===== config.mk =====
export PLATFORM = sky130hd
export DESIGN_NAME = key_event_collector_flat
export DESIGN_NICKNAME = d
export VERILOG_FILES = /design/src/rtl/key_event_collector_pkg.sv /design/src/rtl/key_event_collector_if.sv /design/src/rtl/key_event_collector_debouncer.sv /design/src/rtl/key_event_collector.sv /design/src/flat_wrapper.sv
export SDC_FILE = /design/constraint.sdc
export NUM_CORES = 1
export LEC_CHECK = 0
export CORE_ASPECT_RATIO = 1.25
export CORE_MARGIN = 3
export CORE_UTILIZATION = 60
export DETAILED_ROUTE_END_ITERATION = 8
export GPL_TIMING_DRIVEN = 1
export PLACE_DENSITY = 0.83
export SYNTH_ARGS = -nofsm -noshare
export SYNTH_HDL_FRONTEND = slang
export SYNTH_SLANG_ARGS = --single-unit
export TNS_END_PERCENT = 5

===== constraint.sdc =====
create_clock -name clk -period 5.25 [get_ports clk]
set_input_delay 0.525 -clock clk [delete_from_list [all_inputs] [get_ports clk]]
set_output_delay 0.525 -clock clk [all_outputs]
set_load 0.01 [all_outputs]

===== src/rtl/key_event_collector_pkg.sv =====
// Shared types and field offsets for the keypad event collector.
// Latency: n/a (types, constants and helper functions only).
// Backpressure: n/a.
package key_event_pkg;

    // Collector handshake sequencer states.
    typedef enum logic [1:0] {
        IDLE,
        SEND,
        GUARD,
        WAIT
    } kec_state_t;

    // Status word layout: levels at bit 0, then press events, then release events.
    localparam int LEVEL_LSB = 0;

    function automatic int press_lsb(input int num_keys);
        return num_keys;
    endfunction

    function automatic int release_lsb(input int num_keys);
        return 2 * num_keys;
    endfunction

endpackage


===== src/rtl/key_event_collector_if.sv =====
// Write port towards the read-clear keypad status register.
// Latency: n/a (wires only); the register raises io_busy one cycle after io_wr_en.
// Backpressure: io_busy high means a transfer is in flight and no new strobe may be issued.
// Signals: io_wr_dat status word, io_wr_en one-cycle write strobe, io_busy handshake from the register.
interface key_event_collector_if #(
    parameter int DATA_WIDTH = 32
);
    logic [DATA_WIDTH-1:0] io_wr_dat;
    logic                  io_wr_en;
    logic                  io_busy;

    modport master (output io_wr_dat, output io_wr_en, input io_busy);
    modport slave  (input io_wr_dat, input io_wr_en, output io_busy);
endinterface


===== src/rtl/key_event_collector_debouncer.sv =====
// Per-key 2-FF synchroniser, polarity normalisation and debounce counter.
// Latency: a stable new pin level is accepted 2 + DEBOUNCE_CYCLES cycles after it appears.
// Backpressure: none; free-running, flip_o is a single-cycle pulse on the edge that updates level_o.
// Ports: clk, rst (async, active-high), key_raw_i raw pin, level_o debounced pressed level (1 = pressed),
//        flip_o high in the cycle whose clock edge toggles level_o.
module key_debouncer #(
    parameter int DEBOUNCE_CYCLES = 50000,
    parameter int ACTIVE_LOW      = 1
) (
    input  logic clk,
    input  logic rst,
    input  logic key_raw_i,
    output logic level_o,
    output logic flip_o
);
    localparam int   CNT_W    = $clog2(DEBOUNCE_CYCLES);
    localparam logic IDLE_RAW = (ACTIVE_LOW != 0);

    logic             sync1_q, sync2_q;
    logic             level_q, level_d;
    logic [CNT_W-1:0] cnt_q, cnt_d;
    logic             pressed;
    logic             flip;

    // Synchroniser resets to the pin's released level so no spurious press follows reset.
    always_ff @(posedge clk or posedge rst) begin
        if (rst) begin
            sync1_q <= IDLE_RAW;
            sync2_q <= IDLE_RAW;
        end else begin
            sync1_q <= key_raw_i;
            sync2_q <= sync1_q;
        end
    end

    assign pressed = sync2_q ^ IDLE_RAW;

    // Counter tracks how many consecutive cycles the synced input has disagreed with the
    // accepted level; any agreeing cycle restarts it, so short glitches never flip the level.
    always_comb begin
        cnt_d   = cnt_q;
        level_d = level_q;
        flip    = 1'b0;
        if (pressed == level_q) begin
            cnt_d = '0;
        end else if (cnt_q == CNT_W'(DEBOUNCE_CYCLES - 1)) begin
            cnt_d   = '0;
            level_d = ~level_q;
            flip    = 1'b1;
        end else begin
            cnt_d = cnt_q + 1'b1;
        end
    end

    always_ff @(posedge clk or posedge rst) begin
        if (rst) begin
            cnt_q   <= '0;
            level_q <= 1'b0;
        end else begin
            cnt_q   <= cnt_d;
            level_q <= level_d;
        end
    end

    assign level_o = level_q;
    assign flip_o  = flip;
endmodule


===== src/rtl/key_event_collector.sv =====
// Keypad front end: debounces NUM_KEYS pins, collects press (and with KEY_EVENT_RELEASE_EN, release) events, writes status words.
// Latency: key accepted 2 + DEBOUNCE_CYCLES cycles after the pin settles; strobe follows one cycle after pending is seen with io_busy low.
// Backpressure: strobes only from IDLE with io_busy low; then one GUARD cycle and WAIT until io_busy drops; events accumulate meanwhile.
// Ports: clk, rst (async, active-high), key_raw_i raw pins, key_level_o debounced levels, io (master) write port.
// Word: [N-1:0] levels, [2N-1:N] press events, [3N-1:2N] release events (zero unless KEY_EVENT_RELEASE_EN), upper bits zero.
module key_event_collector
    import key_event_pkg::*;
#(
    parameter int NUM_KEYS        = 4,
    parameter int DEBOUNCE_CYCLES = 50000,
    parameter int ACTIVE_LOW      = 1,
    parameter int DATA_WIDTH      = 32
) (
    input  logic                clk,
    input  logic                rst,
    input  logic [NUM_KEYS-1:0] key_raw_i,
    output logic [NUM_KEYS-1:0] key_level_o,
    key_event_collector_if.master io
);
    localparam int PRESS_LSB   = press_lsb(NUM_KEYS);
    localparam int RELEASE_LSB = release_lsb(NUM_KEYS);

    if (DATA_WIDTH < 3 * NUM_KEYS) begin : g_cfg_err
        $error("DATA_WIDTH must hold levels, press and release fields");
    end

    logic [NUM_KEYS-1:0] level;
    logic [NUM_KEYS-1:0] flip;
    logic [NUM_KEYS-1:0] rise;

    for (genvar k = 0; k < NUM_KEYS; k++) begin : g_key
        key_debouncer #(
            .DEBOUNCE_CYCLES (DEBOUNCE_CYCLES),
            .ACTIVE_LOW      (ACTIVE_LOW)
        ) u_deb (
            .clk       (clk),
            .rst       (rst),
            .key_raw_i (key_raw_i[k]),
            .level_o   (level[k]),
            .flip_o    (flip[k])
        );
    end

    // flip is seen before level updates, so the current level tells the direction.
    assign rise = flip & ~level;

    kec_state_t            state_q, state_d;
    logic                  wr_en_q, wr_en_d;
    logic [DATA_WIDTH-1:0] wr_dat_q, wr_dat_d;
    logic [DATA_WIDTH-1:0] word;
    logic                  send;
    logic                  pending_any;
    logic [NUM_KEYS-1:0]   press_pend_q, press_pend_d;
    logic [NUM_KEYS-1:0]   rel_pend;

`ifdef KEY_EVENT_RELEASE_EN
    logic [NUM_KEYS-1:0] fall;
    logic [NUM_KEYS-1:0] rel_pend_q, rel_pend_d;

    assign fall     = flip & level;
    assign rel_pend = rel_pend_q;

    always_comb begin
        rel_pend_d = send ? fall : (rel_pend_q | fall);
    end

    always_ff @(posedge clk or posedge rst) begin
        if (rst) begin
            rel_pend_q <= '0;
        end else begin
            rel_pend_q <= rel_pend_d;
        end
    end
`else
    assign rel_pend = '0;
`endif

    assign pending_any = (|press_pend_q) | (|rel_pend);

    // Snapshot of what the register should see: current levels plus events gathered so far.
    always_comb begin
        word                            = '0;
        word[LEVEL_LSB +: NUM_KEYS]     = level;
        word[PRESS_LSB +: NUM_KEYS]     = press_pend_q;
        word[RELEASE_LSB +: NUM_KEYS]   = rel_pend;
    end

    // Sticky pending bits. On the send edge the snapshot leaves, but events detected in
    // that very cycle were not in it, so they become the new pending set.
    always_comb begin
        press_pend_d = send ? rise : (press_pend_q | rise);
    end

    always_comb begin
        state_d  = state_q;
        wr_en_d  = 1'b0;
        wr_dat_d = wr_dat_q;
        send     = 1'b0;
        case (state_q)
            IDLE: begin
                if (pending_any && !io.io_busy) begin
                    state_d  = SEND;
                    wr_en_d  = 1'b1;
                    wr_dat_d = word;
                    send     = 1'b1;
                end
            end
            SEND:    state_d = GUARD;
            // io_busy rises one cycle after the strobe; this cycle lets it become visible.
            GUARD:   state_d = WAIT;
            WAIT: begin
                if (!io.io_busy) begin
                    state_d = IDLE;
                end
            end
            default: state_d = IDLE;
        endcase
    end

    always_ff @(posedge clk or posedge rst) begin
        if (rst) begin
            state_q      <= IDLE;
            wr_en_q      <= 1'b0;
            wr_dat_q     <= '0;
            press_pend_q <= '0;
        end else begin
            state_q      <= state_d;
            wr_en_q      <= wr_en_d;
            wr_dat_q     <= wr_dat_d;
            press_pend_q <= press_pend_d;
        end
    end

    assign io.io_wr_en  = wr_en_q;
    assign io.io_wr_dat = wr_dat_q;
    assign key_level_o  = level;
endmodule

===== src/flat_wrapper.sv =====
// flat-port wrapper written by rule: the top's interface ports become plain ports
module key_event_collector_flat import key_event_pkg::*;
#(
    parameter int NUM_KEYS        = 4,
    parameter int DEBOUNCE_CYCLES = 50000,
    parameter int ACTIVE_LOW      = 1,
    parameter int DATA_WIDTH      = 32
)
  (clk, rst, key_raw_i, key_level_o, io_io_wr_dat, io_io_wr_en, io_io_busy);
  key_event_collector_if #(.DATA_WIDTH(DATA_WIDTH)) io_i ();
  input  logic clk;
  input  logic rst;
  input  logic [NUM_KEYS-1:0] key_raw_i;
  output logic [NUM_KEYS-1:0] key_level_o;
  output wire logic [$bits(io_i.io_wr_dat)-1:0] io_io_wr_dat;
  output wire logic [$bits(io_i.io_wr_en)-1:0] io_io_wr_en;
  input wire logic [$bits(io_i.io_busy)-1:0] io_io_busy;
  assign io_io_wr_dat = io_i.io_wr_dat;
  assign io_io_wr_en = io_i.io_wr_en;
  assign io_i.io_busy = io_io_busy;
  key_event_collector #(.NUM_KEYS(NUM_KEYS), .DEBOUNCE_CYCLES(DEBOUNCE_CYCLES), .ACTIVE_LOW(ACTIVE_LOW), .DATA_WIDTH(DATA_WIDTH)) u_core (.clk(clk), .rst(rst), .key_raw_i(key_raw_i), .key_level_o(key_level_o), .io(io_i));
endmodule

Yosys cells after proc, flatten, opt, wreduce, memory -nomap -nowiden
Cells that the tools add are included.
{ "op_classes": {"add_sub_neg": 4, "eq_ne": 13, "n_mux": 22, "n_bitwise": 15, "reduce_logical": 10} }
{ "op_table": {"columns": ["operator", "n"], "rows": [
  ["$mux 16", 8],
  ["$add 16x1->16 const B", 4],
  ["$eq 16x16->1 const B", 4],
  ["$not 1->1", 12],
  ["$reduce_and 2->1", 6],
  ["$mux 1", 10],
  ["$pmux 2 s4", 1],
  ["$and 4x4->4", 1],
  ["$eq 1x1->1", 4],
  ["$eq 2x2->1 const B", 2],
  ["$mux 2", 2],
  ["$mux 4", 1],
  ["$not 4->4", 1],
  ["$or 4x4->4", 1],
  ["$reduce_or 4->1", 1],
  ["$eq 2x1->1 const B", 1],
  ["$logic_not 2->1", 1],
  ["$ne 2x1->1 const B", 1],
  ["$ne 2x2->1 const B", 1],
  ["$logic_and 1x1->1", 1],
  ["$logic_not 1->1", 1]
]} }
{ "word_totals": {"reg_bits": 91, "out_inout_bits": 37, "word_cells": 84} }

Logic depth before layout (Yosys ltp)
{ "logic_depth": {"ltp_word": 6, "depth_mapped": 7, "mapped_depth_nobuf": 5} }

Cells and area by module
Synthesis repeated with hierarchy kept, for this count alone.
{ "hier_totals": {"hier_cells": 423, "area_unflattened_um2": 4682.0} }
{ "modules_own_cells": {"columns": ["mod", "n_inst", "cells_each", "area_per_inst_um2", "seq_area_each_um2"], "rows": [
  ["key_debouncer", 4, 87, 955.9, 478.0],
  ["key_event_collector", 1, 75, 858.3, 375.4]
]} }

Worst setup path before layout
OpenSTA, ideal clock, no wires.
{ "synth_timing": {"kind": "register to register", "from": "register u_core.state_q[0]", "to": "register u_core.wr_dat_q[0] (netlist: u_core.io.io_wr_dat[0])", "setup_time_ps": 128, "arrival_ps": 1554, "required_ps": 5122, "slack_ps": 3569, "path_stages_with_launch": 7, "path_buffers": 2, "synth_period_minus_slack_ps": 1681, "path_cell_list": "dfrtp_1 inv_1 ha_1 or3b_1 clkbuf_1 buf_2 mux2_1"} }
{ "synth_via": {"elab_chain_len": 2} }
{ "synth_lines": {"columns": ["item", "line_no", "text"], "rows": [
  ["start, declared", "key_event_collector.sv:47", "kec_state_t state_q, state_d;"],
  ["start signal, assigned", "key_event_collector.sv:127", "state_q <= state_d;"],
  ["$logic_not 2->1", "key_event_collector.sv:99", "case (state_q)"],
  ["$reduce_and 2->1 (no source line)", null, null],
  ["end signal, assigned", "key_event_collector.sv:129", "wr_dat_q <= wr_dat_d;"],
  ["end, declared", "key_event_collector.sv:49", "logic [DATA_WIDTH-1:0] wr_dat_q, wr_dat_d;"]
]} }
Every way passes these cells.
A chain may end at the register's enable or synchronous reset.

Final worst setup path
{ "layout_timing": {"from": "register u_core.g_key[3].u_deb.cnt_q[12]", "to": "register u_core.g_key[3].u_deb.cnt_q[15]"} }
{ "layout_via": {"elab_chain_len": 3} }
{ "layout_lines": {"columns": ["item", "line_no", "text"], "rows": [
  ["start, declared", "key_event_collector_debouncer.sv:21", "logic [CNT_W-1:0] cnt_q, cnt_d;"],
  ["start signal, assigned", "key_event_collector_debouncer.sv:60", "cnt_q <= cnt_d;"],
  ["$add 16x1->16 or $eq 16x16->1 (tied branches)", "key_event_collector_debouncer.sv:51, key_event_collector_debouncer.sv:46", null],
  ["$mux 16 (*)", "key_event_collector_debouncer.sv:46", "end else if (cnt_q == CNT_W'(DEBOUNCE_CYCLES - 1)) begin"],
  ["$mux 16 (*)", "key_event_collector_debouncer.sv:44", "if (pressed == level_q) begin"],
  ["net u_core.g_key[3].u_deb.cnt_d[15]", "key_event_collector_debouncer.sv:21", null]
]} }
The timed path passes the listed nets; every way through them passes the cells marked *.

==> qor.yml <==
timing:
  slew_headroom_pct: 43.10
  drv_slew: 0
  tns_ps: 0
  timing.fmax_mhz: 489.2
  holdWs_ps: 359.4
  tightest_slew_ps: 850.7
  hold_viol_final: 0
  setup_viol: 0
  post-route-period-util_pct: 38.94
  fin_skew_ps: 12.79
  post-route-min-period_ps: 2044
  rsz0062_at_grt: "no"
pwr:
  pwr-share-seq_pct: 54.3
  p_per_area_mw_per_mm2: 296.1
  peakVddDrop_mv: 0.1875
  p_leak_nw: 1.985
  total_power_mw: 1.408
  power.switching_mw: 0.3462
  pwr-share-clk_pct: 35.9
  combPwrFrac_pct: 9.8
  internal-power_mw: 1.062
  switching_share_pct: 24.58
critical_path:
  cp-end-kind: "flip-flop"
  cp.arrival_ps: 2250
  r2r-start: "u_core.g_key[3].u_deb.cnt_q[12]"
  cp.required_ps: 5460
  worstReg2RegEnd: "u_core.g_key[3].u_deb.cnt_q[15]"
  path_class: "reg2reg"
  ff2ff_setup_slack_ps: 3210
  rr_worst_depth: 4
  critPathLaunchType: "flip-flop"
  critPathMaxFanout: 16
min_path:
  hold_path_depth: 0
  hp-class: "reg2reg"
  min_to: "u_core.g_key[1].u_deb.sync2_q"
  min_from: "u_core.g_key[1].u_deb.sync1_q"
cells_and_area:
  multi_input_area_mm2: 0.001891
  post-route-util_pct: 67.75
  fillers: 536
  diodes: 0
  final-seq-area_mm2: 0.002287
  area_growth_pct: 8.414
  final_area_mm2: 0.004756
  drive_gt1_share_pct: 6.250
  layout.nets: 457
grt:
  grtUsageTotal_pct: 20.19
  grt_pass1_vias: 2925
  grt_pass1_wl_um: 13140
  grt-ovfl-total: 0
  antenna_found_initial: 0
  grt_max_degree: 47
clock_tree:
  clockBufferDepth: 2
  cts_setup_buffers: 0
  ctsResizeCount: 0
  root_buffer: "clkbuf_8"
  cts.sinks: 91
  cts_buffers: 9
  cts.htree.levels: 3
  clk_latency_ps: 360
  cts_tree: "built"
  clkTransAtPathRegs_ps: 90
  ctsHoldBuffers: 0
synth:
  synthCells: 423
  yosysTopAreaCell: "dfrtp_1"
  synth_cell_types: 40
  synth.avg_cell_area_um2: 10.37
  synth_seq_cells: 91
  yosysSeqAreaShare_pct: 52.14
  ys_top_cells_by_area: "dfrtp_1 47%, xnor2_1 9.0%, nor2_1 6.1%"
  synthesis.area_mm2: 0.004387
  synth_top_area_share_pct: 47.35
  yosys_warnings: 0
placed_design:
  place.gp.congestion: 0.8614
  dpl.hpwl_um: 5132
  place_area_mm2: 0.004546
  portBuffers: 19
detailed_routing:
  vias: 2945
  route.detailed.drc: 0
  drt-total-wl_um: 7505
  via_per_inst: 5.474
  postRouteAntennaNets: 0
  drt_iter0_drc: 132
  wire_per_inst_um: 13.95
  first_pass_iters: 4
floorplan:
  core-area_mm2: 0.007019
  rows: 34
  chipHeight_um: 101.6
  pin_count: 44
  die_area_mm2: 0.008380
  die_w_um: 82.48
  start_util_pct: 62.50
run:
  cap_violations: 0
outcome:
  status: "complete, no violations"
cells in the final DEF (no fill, tap or decap), types with 13 or more instances in the layout:
master           instances
nor2_1                  71
nand2_1                 28
dfrtp_1                 83
nand3_1                 18
nand4_1                 14
inv_1                   14
xor2_1                  13
clkdlybuf4s50_1         19
conb_1                  24
nor4_1                  19
xnor2_1                 45
power groups by stage:
stage          sequential [mW]  combinational, mW  clock, mW
6_report                 0.765              0.138      0.505
5_1_grt                  0.770              0.160      0.542
4_1_cts                  0.765              0.141      0.517
3_5_place_dp             0.779              0.140          0
3_3_place_gp             0.775              0.132          0
2_1_floorplan            0.774              0.110          0
layer usage:
| metal | GRT usage, % | wire length (µm) | vias up |
|---|---|---|---|
| met4 | 7.801 | 121 | 0 |
| met5 | 0 | 0 | - |
| met3 | 4.093 | 376 | 11 |
| met1 | 27.44 | 3372 | 1436 |
| met2 | 31.85 | 3634 | 63 |
| li1 | - | - | 1435 |
state kept, by name (all words and copies together), names as in the netlist:
register	cells
u_core.g_key.u_deb.sync1_q	4
u_core.g_key.u_deb.cnt_q	64
u_core.g_key.u_deb.level_o	4
u_core.io.io_wr_en	1
u_core.press_pend_q	4
u_core.io.io_wr_dat	8
u_core.g_key.u_deb.sync2_q	4
u_core.state_q	2
how the worst max path moves through the flow:
stage / start / end / slack (ps) / cells after the start
final: u_core.g_key[3].u_deb.cnt_q[12] / u_core.g_key[3].u_deb.cnt_q[15] / 3210 / 4
after global routing: u_core.g_key[3].u_deb.cnt_q[12] / u_core.g_key[3].u_deb.cnt_q[12] / 2970 / 4
after CTS: u_core.g_key[3].u_deb.cnt_q[12] / u_core.g_key[3].u_deb.cnt_q[15] / 3180 / 4
after detailed placement: io_io_busy / u_core.io.io_wr_dat[4] / 3080 / 3
after global placement: io_io_busy / u_core.io.io_wr_dat[5] / 3130 / 3
after floorplan: rst / u_core.g_key[0].u_deb.cnt_q[0] / 2370 / 1
metrics by stage:
stage | instances | setup WS, ps
floorplan | 446 | 2375
global placement | 522 | 3127
detailed placement | 522 | 3080
CTS | 538 | 3177
global route | 538 | 2966
finish | 538 | 3206
area by class of cell:
class,instances,share of cell area [%]
inverters,15,1.210
repair buffers,20,4.157
flip-flops and latches,91,48.09
multi-input cells,306,39.75
well taps,90,2.368
clock buffers,12,2.841
clock inverters,4,1.579
Yosys cell counts:
| cell type | n |
|---|---|
| or3b_1 | 1 |
| nand3_2 | 1 |
| or4_1 | 2 |
| or2_0 | 1 |
| o41ai_4 | 1 |
| nor3_1 | 11 |
| and4_1 | 2 |
| nand3b_1 | 1 |
| xnor2_1 | 45 |
| nand4_1 | 14 |
| nor2_1 | 71 |
| buf_4 | 29 |
| buf_1 | 1 |
| o21ai_0 | 3 |
| nor4bb_1 | 5 |
| a21oi_1 | 3 |
| ha_1 | 7 |
| and3_1 | 4 |
| mux2i_1 | 1 |
| nand2_1 | 28 |
| dfstp_2 | 8 |
| and2_1 | 3 |
| inv_1 | 15 |
| or3_4 | 1 |
| nor4b_1 | 4 |
| mux2_1 | 7 |
| nand4b_1 | 2 |
| a22o_1 | 1 |
| buf_2 | 2 |
| o31ai_1 | 6 |
| clkbuf_1 | 2 |
| and4bb_1 | 1 |
| o21ai_1 | 3 |
| dfrtp_1 | 83 |
| nand2b_1 | 1 |
| nand3_1 | 18 |
| nor4_1 | 19 |
| conb_1 | 1 |
| nand4_2 | 2 |
| xor2_1 | 13 |
cell families after synthesis:
kind of cell	synth area share, %
AO/OA/AOI/OAI	2.881
multiplexers	2.025
adder cells (fa/ha/maj)	1.996
XOR/XNOR	11.58
AND/OR/NAND/NOR	22.56
buffers and inverters	6.731
flip-flops	52.14
other	0.08549
worst max-delay path: stages (launching register included):
cell and delay [ps]:
dfrtp_1 430, nor4_1 320, nand3b_1 190, o41ai_4 830
nor2_1 120
Note: power is estimated with default switching activity, not from simulation.
